$ cat src/rtl/rv0_core_pkg.sv
// rv0_core_pkg: shared core widths, reset vector and the fetch entry layout.
package rv0_core_pkg;
   localparam int XLEN = 32;
   localparam int ILEN = 32;
   localparam logic [31:0] RESET_ADDR = 32'h0000_0000;
   typedef struct packed {
      logic [ILEN-1:0] insn;
      logic [XLEN-1:0] addr;
   } fetch_entry_t;
endpackage

$ cat src/rtl/rv_sbuf_if.sv
// rv_sbuf_if: valid/ack stream of fetched instructions with their addresses.
interface rv_sbuf_if
   import rv0_core_pkg::*;
#(
   parameter int XLEN = rv0_core_pkg::XLEN
);
   logic [ILEN-1:0] insn;
   logic [XLEN-1:0] addr;
   logic            rdy;
   logic            ack;
   modport source (output insn, addr, rdy, input ack);
   modport sink (input insn, addr, rdy, output ack);
endinterface

$ cat src/rtl/rv0_ifu_fifo.sv
// rv0_ifu_fifo: small circular buffer with push, pop, clear and an occupancy count.
module rv0_ifu_fifo
   import rv0_core_pkg::*;
#(
   parameter int W     = $bits(fetch_entry_t),
   parameter int DEPTH = 2,
   parameter int CW    = $clog2(DEPTH + 1)
)(
   input  logic          clk,
   input  logic          rst,
   input  logic          clear,
   input  logic          push,
   input  logic          pop,
   input  logic [W-1:0]  data,
   output logic [W-1:0]  head,
   output logic [CW-1:0] count
);
   localparam int PW = DEPTH > 1 ? $clog2(DEPTH) : 1;
   logic [W-1:0]  mem [DEPTH];
   logic [PW-1:0] rd, wr;
   logic          do_pop;
   function automatic logic [PW-1:0] inc(input logic [PW-1:0] p);
      return p == PW'(DEPTH - 1) ? '0 : p + 1'b1;
   endfunction
   assign do_pop = pop && count != '0;
   assign head = mem[rd];
   always_ff @(posedge clk or posedge rst)
      if (rst) begin
         rd    <= '0;
         wr    <= '0;
         count <= '0;
      end else if (clear) begin
         rd    <= '0;
         wr    <= '0;
         count <= '0;
      end else begin
         if (push) wr <= inc(wr);
         if (do_pop) rd <= inc(rd);
         count <= count + CW'(push) - CW'(do_pop);
      end
   always_ff @(posedge clk)
      if (push && !clear) mem[wr] <= data;
endmodule

$ cat src/rtl/rv0_ifu.sv
// rv0_ifu: in-order instruction fetch with bounded outstanding requests and flush redirect.
module rv0_ifu
   import rv0_core_pkg::*;
#(
   parameter int              XLEN       = rv0_core_pkg::XLEN,
   parameter logic [XLEN-1:0] RESET_ADDR = XLEN'(rv0_core_pkg::RESET_ADDR),
   parameter int              FIFO_DEPTH = 2
)(
   input  logic            clk_i,
   input  logic            rst_i,
   input  logic            ifu_flush_i,
   input  logic [XLEN-1:0] ifu_flush_addr_i,
   output logic            imem_req_o,
   output logic [XLEN-1:0] imem_addr_o,
   input  logic            imem_gnt_i,
   input  logic            imem_rvalid_i,
   input  logic [31:0]     imem_rdata_i,
   rv_sbuf_if.source       ifu_sbuf_if
);
   localparam int CW = $clog2(FIFO_DEPTH + 1);
   localparam logic [XLEN-1:0] ALIGN = ~XLEN'(3);
   logic [XLEN-1:0]      pc_q, rsp_pc_q, tgt;
   logic [CW-1:0]        outstanding_q, discard_q, fifo_count, left_q;
   logic [CW:0]          inflight;
   logic                 grant, keep, pop;
   logic [ILEN+XLEN-1:0] head;
   assign tgt = ifu_flush_addr_i & ALIGN;
   assign inflight = {1'b0, outstanding_q} + {1'b0, fifo_count};
   assign imem_req_o = !rst_i && !ifu_flush_i && inflight < (CW+1)'(FIFO_DEPTH);
   assign imem_addr_o = pc_q;
   assign grant = imem_req_o && imem_gnt_i;
   assign keep = imem_rvalid_i && discard_q == '0 && !ifu_flush_i;
   assign pop = ifu_sbuf_if.rdy && ifu_sbuf_if.ack;
   assign ifu_sbuf_if.rdy = fifo_count != '0;
   assign {ifu_sbuf_if.insn, ifu_sbuf_if.addr} = head;
   // every request still in flight at a flush belongs to the old stream
   assign left_q = outstanding_q - CW'(imem_rvalid_i);
   always_ff @(posedge clk_i or posedge rst_i)
      if (rst_i) begin
         pc_q          <= RESET_ADDR & ALIGN;
         rsp_pc_q      <= RESET_ADDR & ALIGN;
         outstanding_q <= '0;
         discard_q     <= '0;
      end else if (ifu_flush_i) begin
         pc_q          <= tgt;
         rsp_pc_q      <= tgt;
         outstanding_q <= left_q;
         discard_q     <= left_q;
      end else begin
         if (grant) pc_q <= pc_q + XLEN'(4);
         if (keep) rsp_pc_q <= rsp_pc_q + XLEN'(4);
         if (imem_rvalid_i && discard_q != '0) discard_q <= discard_q - 1'b1;
         outstanding_q <= outstanding_q + CW'(grant) - CW'(imem_rvalid_i);
      end
   rv0_ifu_fifo #(
      .W     (ILEN + XLEN),
      .DEPTH (FIFO_DEPTH)
   ) u_fifo (
      .clk   (clk_i),
      .rst   (rst_i),
      .clear (ifu_flush_i),
      .push  (keep),
      .pop   (pop),
      .data  ({imem_rdata_i, rsp_pc_q}),
      .head  (head),
      .count (fifo_count)
   );
endmodule

$ cat src/flat_wrapper.sv
// flat-port wrapper written by rule: the top's interface ports become plain ports
module rv0_ifu_flat import rv0_core_pkg::*;
#(
   parameter int              XLEN       = rv0_core_pkg::XLEN,
   parameter logic [XLEN-1:0] RESET_ADDR = XLEN'(rv0_core_pkg::RESET_ADDR),
   parameter int              FIFO_DEPTH = 2
)
  (clk_i, rst_i, ifu_flush_i, ifu_flush_addr_i, imem_req_o, imem_addr_o, imem_gnt_i, imem_rvalid_i, imem_rdata_i, ifu_sbuf_if_insn, ifu_sbuf_if_addr, ifu_sbuf_if_rdy, ifu_sbuf_if_ack);
  rv_sbuf_if #(.XLEN(XLEN)) ifu_sbuf_if_i ();
  input  logic clk_i;
  input  logic rst_i;
  input  logic ifu_flush_i;
  input  logic [XLEN-1:0] ifu_flush_addr_i;
  output logic imem_req_o;
  output logic [XLEN-1:0] imem_addr_o;
  input  logic imem_gnt_i;
  input  logic imem_rvalid_i;
  input  logic [31:0] imem_rdata_i;
  output wire logic [$bits(ifu_sbuf_if_i.insn)-1:0] ifu_sbuf_if_insn;
  output wire logic [$bits(ifu_sbuf_if_i.addr)-1:0] ifu_sbuf_if_addr;
  output wire logic [$bits(ifu_sbuf_if_i.rdy)-1:0] ifu_sbuf_if_rdy;
  input wire logic [$bits(ifu_sbuf_if_i.ack)-1:0] ifu_sbuf_if_ack;
  assign ifu_sbuf_if_insn = ifu_sbuf_if_i.insn;
  assign ifu_sbuf_if_addr = ifu_sbuf_if_i.addr;
  assign ifu_sbuf_if_rdy = ifu_sbuf_if_i.rdy;
  assign ifu_sbuf_if_i.ack = ifu_sbuf_if_ack;
  rv0_ifu #(.XLEN(XLEN), .RESET_ADDR(RESET_ADDR), .FIFO_DEPTH(FIFO_DEPTH)) u_core (.clk_i(clk_i), .rst_i(rst_i), .ifu_flush_i(ifu_flush_i), .ifu_flush_addr_i(ifu_flush_addr_i), .imem_req_o(imem_req_o), .imem_addr_o(imem_addr_o), .imem_gnt_i(imem_gnt_i), .imem_rvalid_i(imem_rvalid_i), .imem_rdata_i(imem_rdata_i), .ifu_sbuf_if(ifu_sbuf_if_i));
endmodule
$ cat config.mk
export PLATFORM = sky130hd
export DESIGN_NAME = rv0_ifu_flat
export DESIGN_NICKNAME = d
export VERILOG_FILES = /design/src/rtl/rv0_core_pkg.sv /design/src/rtl/rv_sbuf_if.sv /design/src/rtl/rv0_ifu_fifo.sv /design/src/rtl/rv0_ifu.sv /design/src/flat_wrapper.sv
export SDC_FILE = /design/constraint.sdc
export NUM_CORES = 1
export LEC_CHECK = 0
export ABC_AREA = 0
export ABC_CLOCK_PERIOD_IN_PS = 5500
export BUFFER_PORTS_ARGS = -buffer_cell sky130_fd_sc_hd__buf_2
export CORE_MARGIN = 1
export CORE_UTILIZATION = 57
export CTS_BUF_LIST = sky130_fd_sc_hd__clkbuf_2
export DETAILED_ROUTE_END_ITERATION = 8
export GPL_ROUTABILITY_DRIVEN = 0
export PLACE_DENSITY = 0.82
export SLEW_MARGIN = 0
export SYNTH_ARGS = -nofsm -noshare
export SYNTH_HDL_FRONTEND = slang
export SYNTH_SLANG_ARGS = --single-unit
$ cat constraint.sdc
create_clock -name clk_i -period 5.5 [get_ports clk_i]
set_clock_uncertainty 0.2 [all_clocks]
set_input_delay 0.275 -clock clk_i [delete_from_list [all_inputs] [get_ports clk_i]]
set_output_delay 0.275 -clock clk_i [all_outputs]
set_load 0.05 [all_outputs]
# Yosys cells after proc, flatten, opt, wreduce, memory -nomap -nowiden
# Memories as Yosys holds them, arrays and structs flattened.
# Index checks and enable logic that the tools add are counted.
[word_totals]
regBits = 72
ram_bits = 128
input_bits = 70
output_inout_bits = 98
wordCells = 54
memories = 1
[mem_list]
columns = ["name", "depth", "word_bits", "rd", "rd_clocked_by_memory_dff", "wr", "line_no", "text"]
rows = [
  ["u_core.u_fifo.mem", 2, 64, 1, 0, 1, "rv0_ifu_fifo.sv:19", "logic [W-1:0] mem [DEPTH];"],
]
[op_classes]
addsub = 11
order_cmp = 1
muxes = 16
n_reduce_logical = 18
[op_table]
columns = ["cell", "count"]
rows = [
  ["$mux W32", 4],
  ["$add A32 B3 Y32 const B", 2],
  ["$reduce_bool A2 Y1", 6],
  ["$logic_and A1 B1 Y1", 9],
  ["$mux W1", 8],
  ["$mux W2", 4],
  ["$sub A2 B1 Y2", 3],
  ["$add A2 B1 Y2", 2],
  ["$add A2 B2 Y3", 1],
  ["$lt A3 B2 Y1 const B", 1],
  ["$add A1 B1 Y1 const B", 2],
  ["$logic_not A1 Y1", 2],
  ["$logic_not A2 Y1", 1],
  ["$sub A2 B1 Y2 const B", 1],
]

# Longest topological paths before layout
# Gate-level depths: netlist of run 1.
[logic_depth]
ltp_word = 7
ltp_mapped = 10
depth_no_buf = 9

# By module
# From an unflattened synthesis of run 1, not the netlist that was laid out.
[unflattened]
hier_cells = 633
area_unflattened_um2 = 8600.7
[modules_own_cells]
columns = ["mod", "instances", "cells_per_inst", "area_each_um2", "seq_area_each_um2"]
rows = [
  ["rv0_ifu_fifo", 1, 219, 4857.2, 3943.8],
  ["rv0_ifu", 1, 414, 3743.6, 1601.5],
]

# Least setup slack after synthesis of run 1
# OpenSTA, ideal clock, no wires.
[synth_timing]
path_kind = "input port to flip-flop"
start = "input port ifu_flush_i"
end = "memory u_core.u_fifo.mem[0][10] in the netlist's numbering, enable pin"
setup_time_ns = 0.482
arrival_time_ns = 3.551
required_time_ns = 4.818
slack_ns = 1.266
path_stages = 5
n_path_buf = 2
cell_sequence = "buf_6 -> clkinv_1 -> clkbuf_1 -> nand3_1 -> nor2_1"
[synth_between]
elab_chain_len = 5
[synth_lines]
columns = ["item", "line_no", "text"]
rows = [
  ["start, declared", "flat_wrapper.sv:12", "input logic ifu_flush_i;"],
  ["$logic_not A1 Y1 (*)", "rv0_ifu_fifo.sv:42, rv0_ifu.sv:32", ""],
  ["$logic_and A1 B1 Y1", "rv0_ifu.sv:32", "assign keep = imem_rvalid_i && discard_q == '0 && !ifu_flush_i;"],
  ["$logic_and A1 B1 Y1 (*)", "rv0_ifu_fifo.sv:42", "if (push && !clear) mem[wr] <= data;"],
  ["$mux W1 (*)", "rv0_ifu_fifo.sv:42", ""],
  ["$mux W1 (not written as such) (*)", "rv0_ifu_fifo.sv:42", ""],
  ["end, declared", "rv0_ifu_fifo.sv:19", ""],
]
# Mark *: on every way between the ends. The rest lies on a longest branch, timed or not.

# Worst setup path in the final report of run 1
[layout_timing]
start = "register u_core.u_fifo.count[0]"
end = "register u_core.pc_q[18], in the netlist u_core.imem_addr_o[18]"
[layout_between]
elab_chain_len = 5
[layout_lines]
columns = ["item", "line_no", "text"]
rows = [
  ["start, declared", "rv0_ifu_fifo.sv:16", "output logic [CW-1:0] count"],
  ["start signal, assigned", "rv0_ifu_fifo.sv:39", "count <= count + CW'(push) - CW'(do_pop);"],
  ["$add A2 B2 Y3", "rv0_ifu.sv:28", "assign inflight = {1'b0, outstanding_q} + {1'b0, fifo_count};"],
  ["$lt A3 B2 Y1", "rv0_ifu.sv:29", "assign imem_req_o = !rst_i && !ifu_flush_i && inflight < (CW+1)'(FIFO_DEPTH);"],
  ["$logic_and A1 B1 Y1", "rv0_ifu.sv:29", ""],
  ["$logic_and A1 B1 Y1", "rv0_ifu.sv:31", "assign grant = imem_req_o && imem_gnt_i;"],
  ["$reduce_bool A2 Y1 (no source line)", "--", ""],
  ["end signal, assigned", "rv0_ifu.sv:40", "pc_q <= RESET_ADDR & ALIGN;"],
  ["end signal, assigned", "rv0_ifu.sv:45", "pc_q <= tgt;"],
  ["end signal, assigned", "rv0_ifu.sv:50", "if (grant) pc_q <= pc_q + XLEN'(4);"],
  ["end, declared", "rv0_ifu.sv:22", "logic [XLEN-1:0] pc_q, rsp_pc_q, tgt;"],
]
# Every way passes these cells.
# A chain may end at the register's enable or synchronous reset.

==> results of run 1 <==
## layer usage
metal	part of all wire [%]	up-vias
li1	-	2991
met1	42	3101
met2	48	350
met3	8.4	44
met4	1.9	0
met5	0	-
## cells in the final DEF (no fill, tap or decap), types with 12 or more instances in the layout
cell,instances
a31oi_1,30
o31ai_1,20
nor3_1,12
buf_2,161
nor2_1,29
o21ai_0,33
nand2_1,33
or4_1,26
xnor2_1,13
nand4_1,15
inv_1,21
clkbuf_2,18
dfrtp_1,67
mux2_2,62
nand3_1,22
edfxtp_1,124
or3_1,12
dlygate4sd3_1,113
## report_power, final
| part | switching [W] | leakage [nW] | internal [W] |
|---|---|---|---|
| combinational | 0.000899 | 2.06 | 0.000415 |
| sequential | 0.000117 | 1.91 | 0.00170 |
| clock | 0.000465 | 0.156 | 0.000256 |
| total | 0.00148 | 4.12 | 0.00237 |
## kinds of logic after synthesis
group,Yosys count,synth area share (%)
compound gates,110,8.413
mux,64,8.532
flops,192,64.45
other cells,1,0.04455
xor+xnor,19,1.977
buf+inv,58,2.943
simple gates,188,12.37
fa+ha+maj,8,1.278
## metrics by stage
stage	area [um^2]	hold slack [ns]	setup WS, ns	total power, W
2_1_floorplan	8429	0.1739	1.266	0.002788
3_3_place_gp	9358	0.007405	2.011	0.003040
3_5_place_dp	9358	0.02554	1.933	0.003076
4_1_cts	10740	0.01660	2.047	0.003861
5_1_grt	10740	0.02003	1.869	0.004035
6_report	10740	0.1053	2.016	0.003852
## area by class of cell
type	count	area, um^2	share of cell area [%]
sequential	192	5426	50.52
multi-input combinational	393	2771	25.80
timing repair buffer	279	1974	18.38
tap	184	230.2	2.144
clock inverter	14	161.4	1.503
clock buffer	18	90.09	0.8388
inverter	23	86.33	0.8038
## worst max-delay path: cells and delay by family (launching register included)
family,cells,cell delay (ns)
adders and majority gates,1,0.44
and+or+nand+nor,4,2.02
AOI/OAI and AO/OA,1,0.19
DFF,1,0.46
buffers and inverters,1,0.11
## worst min-delay path by stage
| stage | slack, ns | end | startpoint |
|---|---|---|---|
| floorplan | 0.17 | u_core.u_fifo.mem[0][32] | imem_rdata_i[0] |
| global placement | 0.007 | u_core.outstanding_q[1] | rst_i |
| detailed placement | 0.03 | u_core.u_fifo.count[1] | rst_i |
| CTS | 0.02 | u_core.imem_addr_o[12] | ifu_flush_addr_i[12] |
| global route | 0.02 | u_core.imem_addr_o[10] | ifu_flush_addr_i[10] |
| finish | 0.11 | u_core.imem_addr_o[10] | ifu_flush_addr_i[10] |
## state kept, by name, indices dropped and copies added, names as in the netlist
name and flops:
u_core.u_fifo.mem 124, u_core.rsp_pc_q 30, u_core.outstanding_q 2, u_core.u_fifo.rd 1, u_core.u_fifo.wr 1, u_core.u_fifo.count 2
u_core.imem_addr_o 30, u_core.discard_q 2
==> reports/results.tsv, run 1 <==
stage	metric	value	unit
layout	area_growth	27.59	%
grt	use_met2	42.77	%
routing	post_drt_wl_per_cell	17.83	um
synthesis	postSynth.asyncResetShare	35.42	%
synthesis	synth_area_leader_cell	edfxtp_1	
critical_path	required	5.99	ns
cts	cts_tree	done	
critical_path	critPathMaxFanout	20	
critical_path	slowest_stage	or4_1	
cts	cts_setup_buffers	0	
floorplan	ios	168	
floorplan	core-area	14480	um^2
power	p_leak	4.122	nW
synthesis	synth_edf_count	124	
routing	first_iter_violations	775	
critical_path	r2r_slack	2.02	ns
cts	cts-root-buf	clkbuf_2	
critical_path	startpoint	u_core.u_fifo.count[0]	
grt	grt_remaining_overflow	0	
cts	cts.sinks	192	
floorplan	dieArea	15260	um^2
worst_hold_path	worstHoldPathCells	3	
floorplan	fp.dieW	123.5	um
placement	dp.cells	958	
synthesis	synthFlopType	edfxtp_1	
critical_path	timing.rr.end	u_core.imem_addr_o[18]	
cts	insertion_delay	0.77	ns
critical_path	slowest_delay	0.71	ns
critical_path	rr_startpoint	u_core.u_fifo.count[0]	
synthesis	synth.top_cell.area_share	44.23	%
placement	port_buffers	161	
floorplan	floorplan.initialDensity	58.14	%
critical_path	crit_end	u_core.imem_addr_o[18]	
cts	cts_max_level	4	
synthesis	ys_types	43	
synthesis	syn_inst	640	
grt	first_global_vias	6228	
synthesis	synth.most_common_cell	edfxtp_1	
timing	slew_violations	0	
layout	drive_above_1_share	29.16	%
synthesis	synth.area.top_cells	edfxtp_1, dfrtp_1, mux2_2, or4_1, a31oi_1	
synthesis	syn_area	8418	um^2
grt	grtUsageMet3	6.596	%
flow_run	drv_cap	0	
critical_path	endpoint_kind	flop	
critical_path	arrival	3.98	ns
routing	ant_nets	0	
timing	hold_violations	0	
synthesis	ys_seq_area_share	64.45	%
critical_path	crit_chain	and2_1 -> fa_1 -> or4_4 -> inv_1 -> nand4_1 -> or4_1 -> a31oi_1	
grt	grt_usage	26.55	%
critical_path	r2r_cells	7	
timing	period_needed	3.484	ns
cts	cts.reportedPaths.clkPinSlew	0.26	ns
synthesis	synth-seq-cells	192	
routing	dr_total_vias	6486	
floorplan	fp-row-count	44	
synthesis	synth_area_per_cell	13.15	um^2
outcome	outcome	finished clean	
layout	utilization	74.18	%
cts	hold_buffers	113	
timing	fmax	287.0	MHz
timing	setup_viol	0	
synthesis	ys_warn_count	0	
layout	final_cells	1103	
routing	first_pass_iters	6	
placement	dp_hpwl	11870	um
timing	slew_headroom	39.36	%
routing	viasPerCell	5.880	
critical_path	critical_path_class	flop to flop	
worst_hold_path	hold_path_class	input port to flop	
layout	fill_cells	932	
cts	cts_buffer_depth	2	
timing	fin_crit_sh	63.35	%
grt	grt_busiest_layer	met2	
timing	tns	0	ns
grt	grt_max_degree	64	
timing	worst_pin_slew	0.9074	ns
cts	cts_resized	0	
cts	cts_buffers	17	
routing	drc	0	
grt	grt_pass1_wl	30480	um
layout	antenna_cells	0	
floorplan	die_y	123.5	um
critical_path	start_kind	flop	
grt	use_met1	35.14	%
power	power_per_cell_area	358.7	nW/um^2
timing	rsz0062_at_grt	no	
routing	wl	19670	um
layout	nNetsFinal	984	
grt	antenna_found_initial	0	
synthesis	yosys-top-cells-count	edfxtp_1, dfrtp_1, mux2_2	
power	ir_drop	0.2287	mV
No activity file was read; power rests on OpenSTA's default activity.
==> run 2, diff against run 1 <==
Settings changed: ABC_CLOCK_PERIOD_IN_PS 5500 to 3300.
Clock period 5.5 ns to 3.3 ns, I/O delays scaled along.
==> run 2 against run 1 <==
  * Sequential power grew 66%
  * Global-route usage grew 0.56 points
  * Cell count grew 2.4%
  * Core utilization grew 1.7 points
  * Highest routed layer unchanged
==> reports/results.tsv, run 2 (same netlist as run 1, synthesis figures left out) <==
stage	metric	value	unit
floorplan	ios	168	
timing	slew_headroom	46.12	%
routing	dr_total_vias	6623	
layout	largest_reg_flops	124	
critical_path	start_kind	flop	
floorplan	dieArea	15260	um^2
timing	hold_violations	0	
cts	cts_buffer_depth	2	
cts	cts_buffers	17	
routing	viasPerCell	5.861	
grt	antenna_found_initial	0	
routing	ant_nets	0	
outcome	outcome	finished clean	
floorplan	floorplan.initialDensity	58.14	%
critical_path	critical_path.top_delay_family	simple AND/OR/NAND/NOR gates	
floorplan	fp-row-count	44	
timing	rsz0062_at_grt	no	
routing	wl	20110	um
grt	grt_pass1_wl	31280	um
layout	finalInstanceArea	10980	um^2
placement	dp_hpwl	12040	um
layout	fill_cells	870	
floorplan	die_y	123.5	um
timing	worst_pin_slew	0.8008	ns
cts	cts-root-buf	clkbuf_2	
timing	tns	0	ns
timing	fin_crit_sh	96.96	%
layout	nNetsFinal	1011	
timing	fmax	312.5	MHz
cts	insertion_delay	0.78	ns
critical_path	critPathMaxFanout	11	
cts	cts.reportedPaths.clkPinSlew	0.31	ns
timing	period_needed	3.200	ns
critical_path	critical_path_class	flop to flop	
routing	first_iter_violations	806	
timing	hold_ws	0.1062	ns
critical_path	crit_buf_inv	0	
layout	utilization	75.86	%
critical_path	arrival	3.63	ns
layout	layout_commonest_cell	buf_2	
power	power_per_cell_area	573.1	nW/um^2
critical_path	endpoint_kind	flop	
power	p_leak	4.217	nW
critical_path	slowest_stage	or4_2	
flow_run	drv_cap	0	
timing	fin_ws	0.1004	ns
routing	first_pass_iters	6	
critical_path	crit_chain	and2_1 -> fa_1 -> or4_4 -> or4_2 -> o21ai_0 -> a31oi_1	
layout	regMostFlops	u_core.u_fifo.mem	
worst_hold_path	worstHoldPathCells	4	
layout	area_growth	30.47	%
floorplan	fp.dieW	123.5	um
placement	dp_slack	0.08291	ns
critical_path	required	3.73	ns
critical_path	slowest_delay	0.86	ns
routing	drc	0	
cts	cts_tree	done	
grt	grt_max_degree	63	
cts	cts.sinks	192	
cts	cts_max_level	4	
grt	grt_remaining_overflow	0	
critical_path	r2r_cells	6	
timing	setup_viol	0	
layout	layout_common_cells	buf_2, dlygate4sd3_1, edfxtp_1, dfrtp_1, mux2_2	
routing	post_drt_wl_per_cell	17.79	um
critical_path	cp.depth	6	
grt	first_global_vias	6336	
power	ir_drop	0.3533	mV
placement	port_buffers	161	
cts	cts_resized	0	
placement	post_dp_cell_area	9413	um^2
layout	antenna_cells	0	
layout	drive_above_1_share	28.75	%
worst_hold_path	hold_path_class	input port to flop	
grt	grt_usage	27.11	%
floorplan	core-area	14480	um^2
timing	slew_violations	0	
[run 2: cell types whose count changed in the layout (fill, tap and decap cells not counted)]
cell	before	now
inv_4	4	0
or4_2	0	1
dlygate4sd3_1	113	135
clkinvlp_4	2	3
clkinv_4	1	5
inv_2	2	1
clkinv_2	2	4
buf_12	0	2
inv_6	1	0
clkinv_1	1	2
buf_4	5	7
bufinv_16	3	1
[run 2: what timing repair did]
| item | 4_1_cts | 5_1_grt |
|---|---|---|
| setup buffers | 0 | 0 |
| hold endpoints to repair | 214 | 0 |
| setup endpoints to repair | 0 | 1 |
| hold buffers | 135 | 0 |
[run 2: worst paths after layout]
| kind | slack [ns] | from | end |
|---|---|---|---|
| worst min-delay path | 0.11 | ifu_flush_addr_i[30] | u_core.imem_addr_o[30] |
| worst min register to register | 0.37 | u_core.rsp_pc_q[16] | u_core.u_fifo.mem[0][16] |
| min in group asynchronous | 0.22 | rst_i | u_core.imem_addr_o[30] |
| worst max register to register | 0.10 | u_core.u_fifo.count[0] | u_core.imem_addr_o[13] |
| worst max-delay path | 0.10 | u_core.u_fifo.count[0] | u_core.imem_addr_o[13] |
| max in group asynchronous | 1.85 | rst_i | u_core.rsp_pc_q[7] |
[run 2: worst register-to-register path, delay by kind of cell (launching register included)]
kind,cells,cell delay [ns]
simple gates,3,1.58
flops,1,0.45
fa+ha+maj,1,0.45
compound gates,2,0.41
[run 2: cell type report]
type	instances	area (um^2)	share of cell area, %
flip-flops and latches	192	5426	49.41
clock buffers	18	90.09	0.8202
clock inverters	14	120.1	1.094
multi-input cells	394	2780	25.31
inverters	23	86.33	0.7861
repair buffers	305	2250	20.48
well taps	184	230.2	2.096
[run 2: layer usage]
metal  global-route usage, %  wire length [um]
met4                   9.337               525
met1                   36.51              8345
met3                   5.258              1705
met2                   44.20              9531
met5                       0                 0
[run 2: power by group]
| group | switching (W) | total (W) | internal [W] | leakage [nW] |
|---|---|---|---|---|
| Sequential | 0.000199 | 0.00303 | 0.00283 | 1.91 |
| Combinational | 0.00150 | 0.00222 | 0.000720 | 2.18 |
| Clock | 0.000771 | 0.00104 | 0.000272 | 0.127 |
[run 2: stage by stage]
step / instances / power (W)
2_1_floorplan: 643 / 0.004647
3_3_place_gp: 962 / 0.005081
3_5_place_dp: 962 / 0.005143
4_1_cts: 1129 / 0.006296
5_1_grt: 1130 / 0.006582
6_report: 1130 / 0.006294
